**src/rtl/mdu_pkg.sv**
```systemverilog
// Shared multiply/divide unit definitions: opcode encoding, FSM states,
// iteration count and small decode helpers used by EX and ID.
package mdu_pkg;

   // MDU opcode as produced by the ID stage decoder
   typedef enum logic [2:0] {
      MDU_NONE  = 3'b000,
      MDU_MULT  = 3'b001,
      MDU_MULTU = 3'b010,
      MDU_DIV   = 3'b011,
      MDU_DIVU  = 3'b100,
      MDU_MTHI  = 3'b101,
      MDU_MTLO  = 3'b110
   } mdu_op_e;

   // iterative engine states
   typedef enum logic [1:0] {
      MDU_IDLE = 2'b00,
      MDU_RUN  = 2'b01,
      MDU_FIX  = 2'b10
   } mdu_state_e;

   // one shift/add or shift/subtract step per operand bit
   localparam int unsigned MDU_ITER = 32;

   // true for the opcodes that occupy the iterative engine
   function automatic logic mdu_is_muldiv(input mdu_op_e op);
      return (op == MDU_MULT) || (op == MDU_MULTU) ||
             (op == MDU_DIV)  || (op == MDU_DIVU);
   endfunction

   // true for the opcodes that treat operands as two's complement
   function automatic logic mdu_is_signed(input mdu_op_e op);
      return (op == MDU_MULT) || (op == MDU_DIV);
   endfunction

   // true for the division opcodes
   function automatic logic mdu_is_div(input mdu_op_e op);
      return (op == MDU_DIV) || (op == MDU_DIVU);
   endfunction

endpackage

```
**src/rtl/ex_muldiv_unit.sv**
```systemverilog
// EX-stage iterative multiply/divide unit with architectural HI/LO.
// Operands are reduced to magnitudes on entry, processed unsigned over
// MDU_ITER cycles in one shared 2*WIDTH accumulator, and sign-corrected
// in a final FIX cycle that also writes HI/LO.
module ex_muldiv_unit
   import mdu_pkg::*;
#(
   parameter int unsigned WIDTH = 32
) (
   input  logic             clk,
   input  logic             rst,
   input  logic             start,
   input  logic [2:0]       MDUOp,
   input  logic [WIDTH-1:0] SrcA,
   input  logic [WIDTH-1:0] SrcB,
   input  logic             flush,
   output logic             busy,
   output logic             done,
   output logic [WIDTH-1:0] HI,
   output logic [WIDTH-1:0] LO
);

   mdu_op_e           op;
   mdu_state_e        state, state_next;
   logic [5:0]        cnt;
   logic              accept;

   // operation context latched on accept
   logic [2*WIDTH-1:0] acc;
   logic [WIDTH-1:0]   opnd;      // multiplicand or divisor magnitude
   logic [WIDTH-1:0]   raw_a;     // unmodified dividend for divide-by-zero
   logic               is_div;
   logic               neg_res;   // product / quotient is negative
   logic               neg_rem;   // remainder takes the dividend's sign
   logic               div_zero;

   // entry magnitudes
   logic               sgn_op;
   logic               a_neg, b_neg;
   logic [WIDTH-1:0]   a_mag, b_mag;

   // per-iteration datapath
   logic [WIDTH-1:0]   mul_add;
   logic [WIDTH:0]     mul_sum;
   logic [WIDTH:0]     rem_sh;
   logic               no_uf;
   logic [WIDTH-1:0]   rem_new;
   logic [2*WIDTH-1:0] acc_step;

   // sign-corrected results
   logic [2*WIDTH-1:0] prod_fix;
   logic [WIDTH-1:0]   quot_fix, rem_fix;
   logic [WIDTH-1:0]   hi_res, lo_res;

   assign op = mdu_op_e'(MDUOp);

   // operand magnitudes; the most negative value maps to 2^(WIDTH-1) unsigned
   always_comb begin
      sgn_op = mdu_is_signed(op);
      a_neg  = sgn_op & SrcA[WIDTH-1];
      b_neg  = sgn_op & SrcB[WIDTH-1];
      a_mag  = a_neg ? (~SrcA + 1'b1) : SrcA;
      b_mag  = b_neg ? (~SrcB + 1'b1) : SrcB;
   end

   // next-state and stall request
   always_comb begin
      state_next = state;
      accept     = 1'b0;
      busy       = 1'b0;
      case (state)
         MDU_IDLE: begin
            accept = start & mdu_is_muldiv(op) & ~flush;
            if (accept) state_next = MDU_RUN;
         end
         MDU_RUN: begin
            busy = 1'b1;
            if (cnt == '0) state_next = MDU_FIX;
         end
         MDU_FIX: state_next = MDU_IDLE;
         default: state_next = MDU_IDLE;
      endcase
      busy = busy | accept;
      if (flush) state_next = MDU_IDLE;
   end

   // state register
   always_ff @(posedge clk) begin
      if (rst) state <= MDU_IDLE;
      else     state <= state_next;
   end

   // one shift-add (multiply) or restoring shift-subtract (divide) step
   always_comb begin
      mul_add  = acc[0] ? opnd : '0;
      mul_sum  = {1'b0, acc[2*WIDTH-1:WIDTH]} + {1'b0, mul_add};
      rem_sh   = acc[2*WIDTH-1:WIDTH-1];
      no_uf    = (rem_sh >= {1'b0, opnd});
      // result is below the divisor, so WIDTH-bit wraparound subtraction is exact
      rem_new  = no_uf ? (rem_sh[WIDTH-1:0] - opnd) : rem_sh[WIDTH-1:0];
      acc_step = is_div ? {rem_new, acc[WIDTH-2:0], no_uf}
                        : {mul_sum, acc[WIDTH-1:1]};
   end

   // sign correction and HI/LO selection for the FIX cycle
   always_comb begin
      prod_fix = neg_res ? (~acc + 1'b1) : acc;
      quot_fix = neg_res ? (~acc[WIDTH-1:0] + 1'b1) : acc[WIDTH-1:0];
      rem_fix  = neg_rem ? (~acc[2*WIDTH-1:WIDTH] + 1'b1) : acc[2*WIDTH-1:WIDTH];
      hi_res   = prod_fix[2*WIDTH-1:WIDTH];
      lo_res   = prod_fix[WIDTH-1:0];
      if (is_div) begin
         if (div_zero) begin
            hi_res = raw_a;
            lo_res = '1;
         end else begin
            hi_res = rem_fix;
            lo_res = quot_fix;
         end
      end
   end

   // datapath: operand latch, iteration, HI/LO write and done pulse
   always_ff @(posedge clk) begin
      if (rst) begin
         cnt      <= '0;
         acc      <= '0;
         opnd     <= '0;
         raw_a    <= '0;
         is_div   <= 1'b0;
         neg_res  <= 1'b0;
         neg_rem  <= 1'b0;
         div_zero <= 1'b0;
         HI       <= '0;
         LO       <= '0;
         done     <= 1'b0;
      end else begin
         done <= 1'b0;
         if (!flush) begin
            case (state)
               MDU_IDLE: begin
                  if (accept) begin
                     cnt      <= 6'(MDU_ITER - 1);
                     is_div   <= mdu_is_div(op);
                     neg_res  <= a_neg ^ b_neg;
                     neg_rem  <= a_neg;
                     raw_a    <= SrcA;
                     div_zero <= mdu_is_div(op) && (SrcB == '0);
                     if (mdu_is_div(op)) begin
                        opnd <= b_mag;
                        acc  <= {{WIDTH{1'b0}}, a_mag};
                     end else begin
                        opnd <= a_mag;
                        acc  <= {{WIDTH{1'b0}}, b_mag};
                     end
                  end else if (start && op == MDU_MTHI) begin
                     HI <= SrcA;
                  end else if (start && op == MDU_MTLO) begin
                     LO <= SrcA;
                  end
               end
               MDU_RUN: begin
                  acc <= acc_step;
                  if (cnt != '0) cnt <= cnt - 6'd1;
               end
               MDU_FIX: begin
                  HI   <= hi_res;
                  LO   <= lo_res;
                  done <= 1'b1;
               end
               default: ;
            endcase
         end
      end
   end

endmodule

```
**config.mk**
```make
export PLATFORM = sky130hd
export DESIGN_NAME = ex_muldiv_unit
export DESIGN_NICKNAME = d
export VERILOG_FILES = /design/src/rtl/mdu_pkg.sv /design/src/rtl/ex_muldiv_unit.sv
export SDC_FILE = /design/constraint.sdc
export NUM_CORES = 1
export LEC_CHECK = 0
export ABC_AREA = 1
export BUFFER_PORTS_ARGS = -buffer_cell sky130_fd_sc_hd__buf_2
export CAP_MARGIN = 20
export CORE_AREA = 2 2 200 202
export CTS_CLUSTER_SIZE = 16
export DETAILED_ROUTE_END_ITERATION = 6
export DIE_AREA = 0 0 202 204
export PLACE_DENSITY = 0.75
export SETUP_SLACK_MARGIN = 0.02
export SLEW_MARGIN = 20
export SYNTH_ARGS = -nofsm -noshare
export SYNTH_HDL_FRONTEND = slang
export SYNTH_SLANG_ARGS = --single-unit
```
**constraint.sdc**
```tcl
create_clock -name clk -period 3.4 [get_ports clk]
set_input_delay 0.34 -clock clk [delete_from_list [all_inputs] [get_ports clk]]
set_output_delay 0.34 -clock clk [all_outputs]
set_load 0.005 [all_outputs]
```
==> summary.txt, run 1 <==
Power and ir drop
  – Maximum VDD drop: 0.399 mV
  – Leak: 11.3 nW
  – Total power: around 7.7 mW
  – PwrDens: 349 nW/µm²

Setup path
  – Crit-path max FO: 14
  – Worst r2r src: acc[0]
  – Crit Path Category: reg2reg
  – Crit start category: flip-flop
  – Setup crit end kind: flip-flop
  – Setup crit start: acc[0]
  – R2R depth: 16
  – CP required: 3.89 ns
  – Signal arrival time at the worst endpoint: between 3 and 4 ns

Clocking
  – CTS max path bufs: 3
  – Worst-path clk slew: about 0.07 ns
  – Cts repair resizes: 0
  – Clock Sinks: 205
  – # hold bufs at CTS: 0
  – Postcts setup bufs: 0
  – TritonCTS buffer count: 24
  – Clk_lat worst skew: about 0.6 ns
  – CTS tree: done
  – Htree depth: 1
  – Root buffer cell: clkbuf_16

Routing
  – DR pass1 iterations: 7
  – Routed vias: 25400
  – Total wire length: 92400 µm
  – Post-route ant nets: 0
  – # DRC: 0
  – Vias per cell: 5.99
  – First DRT Iteration DRCs: 4194
  – WL per Instance: 21.8 µm

Timing
  – Max-slew violation count: 0
  – Fin. Hold Viols: 0
  – Fmax: around 0.32 GHz
  – Fin crit share: about 90%
  – Post-layout min period: 3.15 ns
  – Clock skew: 0.0370 ns
  – Worst Tran Pin Value: 0.985 ns
  – Final setup fails: 0
  – Setup TNS: 0 ns
  – Relative slew slack: 34.0%
  – RSZ-0062 raised after global routing: false

Synth
  – Main combinational cell family by area after synthesis: simple AND/OR/NAND/NOR gates
  – Yosys warns: 0
  – Post-Synthesis Net Count: about 3800
  – Post-synthesis compound-gate area fraction: 20.7%
  – Synthesized area per cell: between 5 and 6 µm²
  – Most frequent cell after synthesis: nand2_1
  – Synth unique cells: 50
  – Synth top area share: 20.4%
  – Commonest cells in the netlist: 984 x nand2_1, 448 x inv_1, 418 x nor2_1, 339 x a21oi_1, 322 x o21ai_0
  – #FFs+latches synth: 205
  – Mux contribution to synthesized area: 0%
  – Ys flop type: dfxtp_1
  – Simple-gate share of the synthesized area: 39.2%
  – Mapped Area: 20100 µm²
  – Leading area contributor after synthesis: dfxtp_1
  – Synth area leaders: dfxtp_1 20%, nand2_1 18%, a21oi_1 8.4%
  – Post-Synthesis Cells: 3623
  – Synth Area in XOR/XNOR: 3.01%
  – Post-synth ARST share: 0%
  – Number of synthesized flops with an enable pin: 0
  – Post-synthesis adder-cell area fraction: 4.56%
  – Sequential share of the synthesized area: 20.4%

Flow run
  – Max cap viols: 0

GRT
  – Vias in the first global route: 22500
  – GRT Overall Usage: 43.4%
  – First-pass GRT wire length: around 140000 µm
  – Largest net degree at the start of global routing: 148
  – GR Overflow Total: 0
  – Initial antenna violation count: 3

Placed design
  – Final GP Congestion: 1.12
  – DP HPWL: between 70000 and 80000 µm
  – IO Port Bufs: ~140
  – Placed Cells incl. Taps: 4197

Layout
  – Area growth syn-to-layout: 10.4%
  – Post-route insts no fill: 4242
  – Final nets: 3841
  – Fillers: roughly 4200
  – Share of cells above drive strength 1: 9.23%

Floorplanning
  – Io pins: ~140
  – Initial core utilization: 51.3%
  – Die Span Y: 204 µm
  – Horiz. Die Dim: 202 µm
  – # rows: 73
  – Die footprint: slightly above 40000 µm²
  – Core ar.: 39200 µm²

Hold path
  – Worst hold start: SrcB[0]
  – Hold Crit Class: in2reg
  – Hold path depth: 3

Outcome
  – Status: finished, final reports clean
[cells by family after synthesis]
| logic type | Yosys count |
|---|---|
| and+or+nand+nor | 1870 |
| AOI/OAI and AO/OA | 784 |
| buffers and inverters | 623 |
| DFF | 205 |
| adders and majority gates | 72 |
| xor gates and xnor gates | 69 |
[worst max-delay path: stages (launching register included)]
cell and delay, ns:
dfxtp_1 0.65, buf_4 0.32, nand2_1 0.12, fa_1 0.44, o21ai_2 0.35, nand2_1 0.09
nand2_1 0.16, nand3_1 0.14, nand2_1 0.13, nand2_1 0.08, nand2_1 0.12, nand2_1 0.06
nand2_1 0.08, nand2_1 0.08, inv_1 0.07, nand2_1 0.05, a21oi_1 0.11
[layer usage]
layer  share of wire, %  wire length [µm]  GRT usage [%]
met4                8.2              7560           29.0
met2                 40             36800           62.7
met5              0.029                27              0
met3                 13             12300           10.3
met1                 39             35700           57.3
[power by group]
group | internal (mW) | total [mW] | switching [mW]
Combinational | 0.591 | 2.25 | 1.66
Clock | 1.69 | 2.90 | 1.21
Sequential | 2.49 | 2.59 | 0.0963
[metrics by stage]
stage,setup WS (ns),hold WS [ns],instance area [µm²],utilization (%)
2_1_floorplan,0.936,0.430,20100,-
3_3_place_gp,0.458,0.447,21300,54.4
3_5_place_dp,0.443,0.451,21300,54.4
4_1_cts,0.385,0.0706,22200,56.6
5_1_grt,0.0761,0.0781,22200,56.6
6_report,0.254,0.0620,22200,56.6
[cell type report]
class,instances,area [µm²],area share [%]
antenna,1,2.50,0.0113
inverter,471,1770,7.98
clock buffer,32,661,2.98
sequential,205,4110,18.5
multi-input combinational,2795,13600,61.2
clock inverter,12,201,0.908
tap,525,657,2.96
timing repair buffer,201,1210,5.44
[registers in the layout, indices dropped and copies added (netlist names)]
signal,cells
HI,32
LO,32
acc,64
cnt,6
div_zero,1
done,1
is_div,1
neg_rem,1
neg_res,1
opnd,32
raw_a,32
state,2
[cell usage in the layout (no fill, tap or decap), drive strengths merged, types with 4 or more instances in the layout]
cell type	instances
a21oi	346
a22oi	8
a31oi	22
and2	7
buf	201
bufinv	4
clkbuf	32
clkinv	13
dfxtp	205
ha	70
inv	464
nand2	998
nand3	304
nand3b	11
nand4	46
nor2	446
nor3	35
nor4	5
o211ai	26
o21ai	346
o21bai	17
o22ai	4
o31ai	6
or2	17
xnor2	8
xor2	61
[worst paths after layout]
| kind | slack (ns) | endpoint |
|---|---|---|
| worst max register to register | 0.25 | acc[63] |
| worst max-delay path | 0.25 | acc[63] |
| worst min register to register | 0.46 | raw_a[1] |
| worst min-delay path | 0.06 | opnd[0] |
Power figures use the tool's default switching activity.
==> inputs of run 2 (changes only) <==
Settings changed: CORE_AREA 2 2 200 202 to 2 2 342 243, CTS_CLUSTER_SIZE 16 to 30, DIE_AREA 0 0 202 204 to 0 0 344 245, PLACE_DENSITY 0.75 to 0.45.
==> summary.txt, run 2 (synthesis results as in run 1) <==
Power and ir drop
  – NetSw: 3.24 mW
  – Logic pwr share: 31.2%
  – Leak: between 10 and 15 nW
  – PwrDens: 340 nW/µm²
  – Sw Share: around 41%
  – Pint: 4.63 mW
  – Sequential share of power: about a third
  – Clock share of power: 35.7%
  – Maximum VDD drop: 0.288 mV

Clocking
  – # hold bufs at CTS: 0
  – Clock Sinks: 205
  – CTS tree: done
  – TritonCTS buffer count: 24
  – Htree depth: 1
  – CTS max path bufs: 3
  – Root buffer cell: clkbuf_16
  – Worst-path clk slew: 0.07 ns
  – Clk_lat worst skew: between 0.5 and 0.6 ns

Hold path
  – Hold Crit Class: in2reg
  – WHS Endpoint: opnd[0]
  – Worst hold start: SrcB[0]
  – Hold path depth: 3

Floorplanning
  – Die footprint: ~84000 µm²
  – # rows: 88
  – Initial core utilization: about 25%
  – Horiz. Die Dim: between 300 and 400 µm
  – Core ar.: 81300 µm²
  – Die Span Y: 245 µm
  – Io pins: 137

Layout
  – Top register by number of flip-flops: acc
  – Final Cell Area: 23100 µm²
  – Post-route insts no fill: approximately 4800
  – Most common cell after layout, fill and taps aside: nand2_1
  – Max reg flops: 64
  – Most frequent cells in the layout: 983 x nand2_1, 446 x inv_1, 415 x nor2_1, 339 x a21oi_1, 322 x o21ai_0
  – Area growth syn-to-layout: 15.1%
  – Share of cells above drive strength 1: 10.2%
  – Final nets: 3873

Routing
  – Total wire length: around 120000 µm
  – Vias per cell: 5.23
  – Routed vias: roughly 25000
  – # DRC: 1
  – DR pass1 iterations: 7
  – WL per Instance: between 20 and 25 µm
  – Post-route ant nets: 0
  – First DRT Iteration DRCs: 3298

Setup path
  – Setup crit start: opnd[12]
  – Crit Path Category: reg2reg
  – Delay-heaviest family, CP: simple AND/OR/NAND/NOR gates
  – CP required: 3.85 ns
  – Crit path buffers/inverters: 4
  – Slowest library cell on the worst path: dfxtp_1
  – Crit-path max FO: 24
  – Crit-path cells: inv_1 > ha_1 > nand2_2 > inv_1 > nand2_1 > nand2_1 > nand2_1 > nand2_1 > inv_1 > nand2_2 > nand2_2 > nand2_8 > inv_2 > nand2_1 > nand3_1 > nand2_1 > a21oi_1
  – Worst r2r src: opnd[12]
  – Signal arrival time at the worst endpoint: 3.63 ns
  – Crit start category: flip-flop
  – Critical Path Most Common Cell: nand2_1
  – Reg2reg end: acc[56]
  – R2R depth: 17
  – Crit path largest cell delay: 0.60 ns
  – Setup slack, reg-to-reg: 0.22 ns
  – Setup crit end kind: flip-flop

Outcome
  – Failing checks: DRC
  – Status: finished with violations

GRT
  – Vias in the first global route: between 20000 and 25000
  – Largest net degree at the start of global routing: 94
  – GRT Overall Usage: 27.2%
  – First-pass GRT wire length: 167000 µm
  – GR Overflow Total: 0
  – Initial antenna violation count: 7

Timing
  – Post-layout min period: 3.18 ns
  – Final setup margin: 0.224 ns
  – Worst Tran Pin Value: roughly 0.96 ns
  – Fmax: 0.315 GHz
  – Relative slew slack: 35.5%
  – Fin. Hold Viols: 0
  – Fin crit share: 93.4%
  – Setup TNS: 0 ns
  – Max-slew violation count: 0
  – Final setup fails: 0
  – Clock skew: 0.0228 ns
  – RSZ-0062 raised after global routing: false

Placed design
  – IO Port Bufs: around 140
  – Placed instance area: 22300 µm²
  – DP HPWL: 97100 µm
  – Placed Cells incl. Taps: 4783
  – Final GP Congestion: between 1 and 1.5
  – Dpl ws: 0.238 ns

Flow run
  – Max cap viols: 0
==> run 2: cell types whose count changed in the layout (fill, tap and decap cells not counted), sizes merged <==
cell / previous run / this run
clkbuf: 32 / 30
inv: 464 / 469
bufinv: 4 / 1
diode: 1 / 2
clkinv: 13 / 10
buf: 201 / 232
clkinvlp: 2 / 6
==> run 2: metrics by stage <==
stage / power [mW] / util, % / hold slack, ns
finish: 7.87 / 28.5 / 0.0772
global placement: 5.03 / 27.5 / 0.444
global route: 8.15 / 28.5 / 0.0937
floorplan: 4.03 / - / 0.430
CTS: 7.77 / 28.4 / 0.0639
detailed placement: 5.00 / 27.5 / 0.446
==> run 2: worst min-delay path, stage by stage <==
cell     delay (ns)
buf_2          0.13
nand2_1        0.07
a31oi_1        0.06
==> run 2: timing repair <==
action                     4_1_cts  5_1_grt
setup endpoints to repair        0        1
buffers inserted                 0        0
resized for setup                0        1
hold endpoints to repair         0        0
==> run 2: worst max-delay path by stage <==
| stage | endpoint | depth (start not counted) |
|---|---|---|
| 2_1_floorplan | acc[63] | 20 |
| 3_3_place_gp | acc[56] | 12 |
| 3_5_place_dp | acc[56] | 12 |
| 4_1_cts | acc[56] | 12 |
| 5_1_grt | acc[35] | 17 |
| 6_report | acc[56] | 17 |
==> run 2: cell type report <==
cell class,count,area (µm²)
diodes,2,5.00
clock buffers,29,671
clock inverters,15,129
fillers,9477,58100
inverters,471,1770
multi-input cells,2795,13600
flip-flops and latches,205,4110
well taps,1080,1350
repair buffers,233,1510
==> run 2: power groups by stage <==
stage	clock network [mW]	registers [mW]	logic [mW]
3_3_place_gp	0	2.65	2.37
2_1_floorplan	0	2.59	1.44
6_report	2.81	2.61	2.45
4_1_cts	2.81	2.60	2.36
3_5_place_dp	0	2.65	2.35
5_1_grt	2.92	2.61	2.62
==> run 2: per-layer routing <==
layer	share of wire (%)	track usage, %	up-vias
met5	0.063	0	-
met3	15	13.2	113
met4	1.5	3.81	10
met1	48	42.1	11800
met2	35	32.9	1340
li1	-	-	12000
